<file path="config.mk">
export PLATFORM = sky130hd
export DESIGN_NAME = const_sel_encoder
export DESIGN_NICKNAME = d
export VERILOG_FILES = /design/src/rtl/const_sel_encoder.sv
export SDC_FILE = /design/constraint.sdc
export NUM_CORES = 1
export LEC_CHECK = 0
export CAP_MARGIN = 20
export CORE_MARGIN = 3
export CORE_UTILIZATION = 51
export CTS_CLUSTER_DIAMETER = 100
export DETAILED_ROUTE_END_ITERATION = 10
export GPL_TIMING_DRIVEN = 0
export PLACE_DENSITY = 0.79
export SLEW_MARGIN = 25
export SYNTH_ARGS = -nofsm -noshare
export SYNTH_HDL_FRONTEND = slang
export SYNTH_SLANG_ARGS = --single-unit
</file>
<file path="constraint.sdc">
create_clock -name clk -period 2.6 [get_ports clk]
set_input_delay 0.52 -clock clk [delete_from_list [all_inputs] [get_ports clk]]
set_output_delay 0.52 -clock clk [all_outputs]
set_load 0.01 [all_outputs]
</file>
<file path="src/rtl/const_sel_encoder.sv">
// Constant-select encoder: finds the 4-bit mux select code that reproduces a 17-bit value.
// Define CONST_SEL_FAST_EN for a single-cycle parallel compare instead of the sequential scan.
module const_sel_encoder #(
  parameter int CNT_W = 8
) (
  input  logic             clk,
  input  logic             reset,
  input  logic             in_valid,
  output logic             in_ready,
  input  logic [16:0]      in_data,
  output logic             out_valid,
  input  logic             out_ready,
  output logic [3:0]       out_sel,
  output logic             out_hit,
  output logic [CNT_W-1:0] hit_count,
  output logic [CNT_W-1:0] miss_count
);

  typedef enum logic [1:0] {IDLE, SCAN, HOLD} state_t;

  localparam logic [3:0] LAST_CODE = 4'd10;

  // Mirrors the output mux decode, including code 5 reading back as 4 and value 5 absent.
  function automatic logic [16:0] table_val(input logic [3:0] code);
    case (code)
      4'd1:    table_val = 17'd0;
      4'd2:    table_val = 17'd1;
      4'd3:    table_val = 17'd2;
      4'd4:    table_val = 17'd3;
      4'd5:    table_val = 17'd4;
      4'd6:    table_val = 17'd6;
      4'd7:    table_val = 17'd7;
      4'd8:    table_val = 17'd8;
      4'd9:    table_val = 17'd9;
      4'd10:   table_val = 17'd15;
      default: table_val = 17'd0;
    endcase
  endfunction

  state_t           state_q, state_d;
  logic [16:0]      cap_q, cap_d;
  logic             in_ready_q, in_ready_d;
  logic             out_valid_q, out_valid_d;
  logic [3:0]       out_sel_q, out_sel_d;
  logic             out_hit_q, out_hit_d;
  logic [CNT_W-1:0] hit_q, hit_d;
  logic [CNT_W-1:0] miss_q, miss_d;

`ifdef CONST_SEL_FAST_EN
  logic [3:0] fast_sel;
  logic       fast_hit;

  // Walk from the highest code down so the lowest matching code is the one left standing.
  always_comb begin
    fast_sel = 4'd0;
    fast_hit = 1'b0;
    for (int c = 10; c >= 1; c--) begin
      if (cap_q == table_val(4'(c))) begin
        fast_sel = 4'(c);
        fast_hit = 1'b1;
      end
    end
  end
`else
  logic [3:0] idx_q, idx_d;
`endif

  // NOTE: every _d starts from its _q so no path through this block can infer a latch.
  always_comb begin
    state_d     = state_q;
    cap_d       = cap_q;
    in_ready_d  = in_ready_q;
    out_valid_d = out_valid_q;
    out_sel_d   = out_sel_q;
    out_hit_d   = out_hit_q;
    hit_d       = hit_q;
    miss_d      = miss_q;
`ifndef CONST_SEL_FAST_EN
    idx_d       = idx_q;
`endif
    case (state_q)
      IDLE: begin
        if (in_valid && in_ready_q) begin
          cap_d      = in_data;
          in_ready_d = 1'b0;
          state_d    = SCAN;
`ifndef CONST_SEL_FAST_EN
          idx_d      = 4'd1;
`endif
        end
      end
      SCAN: begin
`ifdef CONST_SEL_FAST_EN
        out_sel_d   = fast_sel;
        out_hit_d   = fast_hit;
        out_valid_d = 1'b1;
        state_d     = HOLD;
`else
        if (cap_q == table_val(idx_q)) begin
          out_sel_d   = idx_q;
          out_hit_d   = 1'b1;
          out_valid_d = 1'b1;
          state_d     = HOLD;
        end else if (idx_q == LAST_CODE) begin
          out_sel_d   = 4'd0;
          out_hit_d   = 1'b0;
          out_valid_d = 1'b1;
          state_d     = HOLD;
        end else begin
          idx_d = idx_q + 4'd1;
        end
`endif
      end
      HOLD: begin
        if (out_ready) begin
          out_valid_d = 1'b0;
          in_ready_d  = 1'b1;
          state_d     = IDLE;
          if (out_hit_q) begin
            if (hit_q != {CNT_W{1'b1}}) hit_d = hit_q + 1'b1;
          end else begin
            if (miss_q != {CNT_W{1'b1}}) miss_d = miss_q + 1'b1;
          end
        end
      end
      default: state_d = IDLE;
    endcase
  end

  // NOTE: sequential state uses non-blocking assignments so all flops update together.
  always_ff @(posedge clk or posedge reset) begin
    if (reset) begin
      state_q     <= IDLE;
      cap_q       <= '0;
      in_ready_q  <= 1'b1;
      out_valid_q <= 1'b0;
      out_sel_q   <= '0;
      out_hit_q   <= 1'b0;
      hit_q       <= '0;
      miss_q      <= '0;
`ifndef CONST_SEL_FAST_EN
      idx_q       <= '0;
`endif
    end else begin
      state_q     <= state_d;
      cap_q       <= cap_d;
      in_ready_q  <= in_ready_d;
      out_valid_q <= out_valid_d;
      out_sel_q   <= out_sel_d;
      out_hit_q   <= out_hit_d;
      hit_q       <= hit_d;
      miss_q      <= miss_d;
`ifndef CONST_SEL_FAST_EN
      idx_q       <= idx_d;
`endif
    end
  end

  assign in_ready   = in_ready_q;
  assign out_valid  = out_valid_q;
  assign out_sel    = out_sel_q;
  assign out_hit    = out_hit_q;
  assign hit_count  = hit_q;
  assign miss_count = miss_q;

endmodule

</file>
# [Word-level counts from Yosys, hierarchy flattened]
# Memory sizes are Yosys's and may differ from the RTL's.
# Cells that the tools add are included.
[classes] addsub=3 n_mul=0 div=0 magnitude_cmp=0 n_eq_ne=11 shifts=0 n_mux=21 bitwise=1 reduce_logical=14
[ops] cell="two-way mux 4 bit" n=5
[ops] cell="== test 17 bit" n=1
[ops] cell="two-way mux 17 bit" n=1
[ops] cell="adder 8 x 1 -> 8 bit (second input constant)" n=2
[ops] cell="inequality test 8 bit (second input constant)" n=2
[ops] cell="AND reduction 4 bit" n=3
[ops] cell="AND reduction 3 bit" n=3
[ops] cell="two-way mux 2 bit" n=4
[ops] cell="inequality test 2 bit (second input constant)" n=4
[ops] cell="case mux 4 bit (2 select lines)" n=1
[ops] cell="nonzero test 2 bit" n=4
[ops] cell="two-way mux 1 bit" n=7
[ops] cell="case mux 2 bit (3 select lines)" n=1
[ops] cell="adder 4 x 1 -> 4 bit (second input constant)" n=1
[ops] cell="== test 4 bit (second input constant)" n=1
[ops] cell="case mux 1 bit (2 select lines)" n=2
[ops] cell="AND reduction 2 bit" n=2
[ops] cell="inequality test 3 bit (second input constant)" n=1
[ops] cell="== test 2 x 1 -> 1 bit (second input constant)" n=1
[ops] cell="== test 2 bit (second input constant)" n=1
[ops] cell="logical NOT 2 bit" n=1
[ops] cell="logical AND 1 bit" n=1
[ops] cell="inverter 1 bit" n=1
[word_totals] ff_bits=46 latchBits=0 mem_bits_rw=0 mem_bits_ro=64 input_bits=21 out_inout_bits=23 word_cells=60 memories=1
[mem_list] memory="(name not given)" words=16 width=4 rd=1 rd_ports_with_merged_regs=0 write_ports=0 line_no="25" source="case (code)"

# [Logic depth before layout (Yosys ltp)]
# Gate-level depths: netlist of run 1.
[logic_depth] ltp_word=5 mapped_depth=8 mapped_depth_nobuf=8

# [Worst setup path after synthesis of run 1]
# No wires, ideal clock.
[synth_timing] path_type="register -> register" start="register idx_q[0]" end="register idx_q[1]" setup_ps=128 t_arrival_ps=2239 required_ps=2472 setup_slack_ps=233 stages_incl_launch_ff=9 path_buffers=1 period_less_slack_ps=2367 cell_sequence="dfrtp_1 > buf_2 > inv_1 > ha_1 > mux2_2 > o21a_1 > nor4_4 > a211oi_2 > mux2_1"
[synth_via] elab_chain_cells=5 elab_cells_between_ends=11 classes_between="1 x add/sub; 4 x eq/ne; 4 x mux; 1 x reduce/logical; 1 x memory"
[synth_rtl] element="start: declaration" line_no="65" source="logic [3:0] idx_q, idx_d;"
[synth_rtl] element="start signal: assignment" line_no="154" source="idx_q <= idx_d;"
[synth_rtl] element="memory read (16 x 4 bit)"
[synth_rtl] element="two-way mux 17 bit" line_no="81" source="case (state_q)"
[synth_rtl] element="== test 17 bit" line_no="99" source="if (cap_q == table_val(idx_q)) begin"
[synth_rtl] element="inequality test 2 bit (no line)"
[synth_rtl] element="AND reduction 4 bit (no line)"
# Parallel ways exist; a longest one is shown, timed or not. The select of a mux whose other input is x is not followed.
# A chain may end at the register's enable or synchronous reset.

# [Worst setup path after layout of run 1]
[layout_timing] start="register idx_q[0]" end="register idx_q[0]"
# The elaborated chain is that of the path after synthesis.

==> results of run 1 <==
power groups by stage:
stage	sequential [W]	clock (W)	combinational [W]
global placement	0.00112	0	0.000967
global route	0.00115	0.000489	0.00129
CTS	0.00111	0.000465	0.00101
detailed placement	0.00113	0	0.00101
floorplan	0.00110	0	0.000732
finish	0.00112	0.000451	0.00117
worst max-delay path by stage:
| stage | slack [ps] | endpoint |
|---|---|---|
| after CTS | 7 | idx_q[2]$_DFFE_PP0P_ |
| after global routing | -50 | idx_q[0]$_DFFE_PP0P_ |
| after floorplan | 230 | idx_q[1]$_DFFE_PP0P_ |
| final | 70 | idx_q[0]$_DFFE_PP0P_ |
| after detailed placement | -10 | idx_q[2]$_DFFE_PP0P_ |
| after global placement | 20 | idx_q[2]$_DFFE_PP0P_ |
final cells by class:
class	instances	area share [%]
buffer	6	1.20
clock buffer	6	2.83
clock inverter	2	0.429
inverter	10	1.29
multi-input combinational	123	36.1
sequential	46	39.5
tap	50	2.15
timing repair buffer	47	16.5
logic make-up after synthesis:
kind of cell,count (synthesis),share of synthesized area (%)
AOI/OAI and AO/OA,20,8.10
muxes,25,12.5
adders and majority gates,6,3.37
and+or+nand+nor,58,15.5
buffers and inverters,16,3.15
DFF,46,51.8
xor gates and xnor gates,14,5.51
flip-flops by register name (all words and copies together), names as in the netlist:
signal	count
out_sel	4
state_q	2
hit_count	8
cap_q	17
idx_q	4
in_ready	1
out_valid	1
miss_count	8
out_hit	1
cell usage in the layout, fill, tap and decap left out, types with 3 or more instances in the layout:
cell type / count
xor2_1: 7
ha_1: 5
clkbuf_8: 6
and3_1: 4
mux2_2: 20
nor2_1: 7
buf_4: 4
nand2_1: 11
nand4_1: 9
dfrtp_1: 45
xnor2_1: 7
o211ai_1: 4
and4_1: 3
nand3_1: 3
clkbuf_1: 3
clkdlybuf4s50_1: 43
inv_1: 9
nand2b_1: 3
worst reg2reg max path, delay by kind of cell (launching register included):
kind,cells,cell delay (ps)
buf+inv,4,640
mux,2,560
flops,1,390
compound gates,1,340
simple gates,2,300
fa+ha+maj,1,230
metrics by stage:
| stage | area (sq um) | TNS, ps |
|---|---|---|
| after CTS | 2840 | 0 |
| final | 2920 | 0 |
| after global placement | 2720 | 0 |
| after floorplan | 2220 | 0 |
| after detailed placement | 2750 | -21.7 |
| after global routing | 2920 | -83.1 |
synth_stat cells (2+ instances only):
| cell type | instances | area share [%] |
|---|---|---|
| a21o_1 | 2 | 0.67 |
| a21oi_1 | 2 | 0.45 |
| and3_1 | 4 | 1.1 |
| and4_1 | 3 | 1.2 |
| buf_2 | 2 | 0.45 |
| clkbuf_1 | 3 | 0.51 |
| dfrtp_1 | 45 | 51 |
| ha_1 | 6 | 3.4 |
| inv_1 | 10 | 1.7 |
| mux2_1 | 2 | 1.0 |
| mux2_2 | 21 | 11 |
| mux2i_1 | 2 | 0.90 |
| nand2_1 | 11 | 1.9 |
| nand2b_1 | 3 | 0.84 |
| nand3_1 | 3 | 0.67 |
| nand3b_1 | 2 | 0.67 |
| nand4_1 | 9 | 2.5 |
| nor2_1 | 7 | 1.2 |
| nor2b_1 | 2 | 0.56 |
| nor3_1 | 4 | 0.90 |
| nor3b_1 | 2 | 0.67 |
| nor4_1 | 2 | 0.56 |
| o211ai_1 | 4 | 1.3 |
| o21ai_0 | 2 | 0.45 |
| xnor2_1 | 7 | 2.8 |
| xor2_1 | 7 | 2.8 |
routing by layer:
layer  global-route usage, %  vias up  share of wire (%)
li1                        -      771                  -
met1                    24.3      788                 45
met2                    30.2       21                 51
met3                    4.71        2                3.1
met4                    4.38        0               0.42
met5                       0        -                  0
timing repair:
item | 4_1_cts | 5_1_grt
hold buffers | 0 | 0
gates resized for setup | 0 | 10
pin swaps | 2 | 3
setup buffers | 0 | 3
setup endpoints to repair | 2 | 4
==> flow_summary.yaml, run 1 <==
floorplanning:
  dieArea_sq_um: 5190
  rows: 23
  die_h_um: 72.0
  die_w_um: 72.0
  io_pins: 44
  core_area_sq_um: 4120
  start_util_pct: 54.1
clock_network:
  cts_buffer_depth: 2
  tritoncts: "yes"
  clockRootBuffer: "clkbuf_8"
  h-tree-depth: 2
  clk_pin_slew_ps: 80
  numCtsBuffers: 5
  clk_latency_ps: 300
  clkSinkCount: 46
global_route:
  grt_pass1_wl_um: 7510
  grt_max_degree: 28
  antenna_found_initial: 0
  track_usage_pct: 18.3
  overflow: 0
  grt_pass1_vias: 1622
logic_synthesis:
  syn_area_sq_um: 2220
  synthCells: 185
  synth_cell_types: 44
  avgSynthCellArea_sq_um: 12.0
  yosysWarnings: 0
  syn_nets: 212
  synth_seq_area_share_pct: 51.8
  synth_seq_cells: 46
  synth_edf_count: 0
  synthFlopType: "dfrtp_1"
  async_flop_share_pct: 100
outcome:
  status: "finished, final reports clean"
power:
  p_clk_share_pct: 16.5
  p_per_area_nw_per_um2: 937
  pwr-share-comb_pct: 42.6
  leakage_nw: 1.30
  intPower_w: 0.00177
  switching_power_w: 0.000960
  fin_total_pwr_w: 0.00273
  p_seq_share_pct: 40.9
  peakVddDrop_mv: 0.573
  swShare_pct: 35.1
sta:
  tightest_slew_ps: 627
  hold_violations: 0
  finClkSkew_ps: 6.29
  layout_setup_ws_ps: 65.8
  period_minus_slack_ps: 2530
  finalCritPeriodShare_pct: 97.5
  finalHoldWorstSlack_ps: 491
  maxSlewViolCount: 0
  setup_viol: 0
  relSlewSlack_pct: 57.9
  max_freq_ghz: 0.395
placed_design:
  hpwlAfterDp_um: 3280
  io_buffers: 43
  gp_congestion: 0.786
  pre_cts_slack_ps: -11.5
  dpl.cell_count: 279
final_layout:
  syn_to_final_growth_pct: 31.1
  diodes: 0
  utilization_pct: 70.9
  num-fill-cells: 306
  fin_cells: 290
  final_layout_size_suffix_gt1_share_pct: 20.0
  seq_area_sq_um: 1150
  fin_nets: 266
  multiInputGateArea_sq_um: 1050
worst_setup_path:
  critPathArrivalTime_ps: 2740
  r2r-start: "idx_q[0]$_DFFE_PP0P_"
  startpoint_type: "flop"
  setup.worst_path.start: "idx_q[0]$_DFFE_PP0P_"
  r2r-end: "idx_q[0]$_DFFE_PP0P_"
  cp_top_family: "buffers and inverters"
  rrSetupSlack_ps: 70
  critical_path_depth: 10
  cp_num_buf_inv: 4
  crit_path_end_kind: "flop"
  cpMaxStageDelayCell: "dfrtp_1"
  critical_path.cell_chain: "buf_4 > inv_1 > ha_4 > mux2_4 > nor3_4 > nor4_4 > buf_4 > a211oi_4 > buf_4 > mux2i_1"
  crit_path_max_fanout: 8
  critPathKind: "reg -> reg"
  cp.required_ps: 2800
  reg2reg_depth: 10
  max_stage_delay_ps: 390
  crit_path_frequent_cell: "buf_4"
hold_path:
  hold_class: "reg -> reg"
  holdCritStartpoint: "miss_count[5]$_DFFE_PP0P_"
  worstHoldEndpoint: "miss_count[5]$_DFFE_PP0P_"
  holdPathStages: 1
detailed_routing:
  firstDrtPassIters: 4
  initialDrtViolationCount: 62
  routedWlPerCell_um: 15.4
  drt_wl_total_um: 4480
  drc: 0
  vias: 1582
  antenna_left: 0
  vias_per_cell: 5.46
flow_run:
  drv_cap: 0
No activity file was read; power rests on OpenSTA's default activity.
==> run 2, diff against run 1 <==
- ABC_AREA: default -> 0
==> results of run 2 <==
The final DEF is identical to that of run 1; final timing and power are the same.
==> run 3, diff against run 2 <==
- SLEW_MARGIN: 25 -> 20
==> results of run 3 <==
The final DEF is identical to that of run 1; final timing and power are the same.
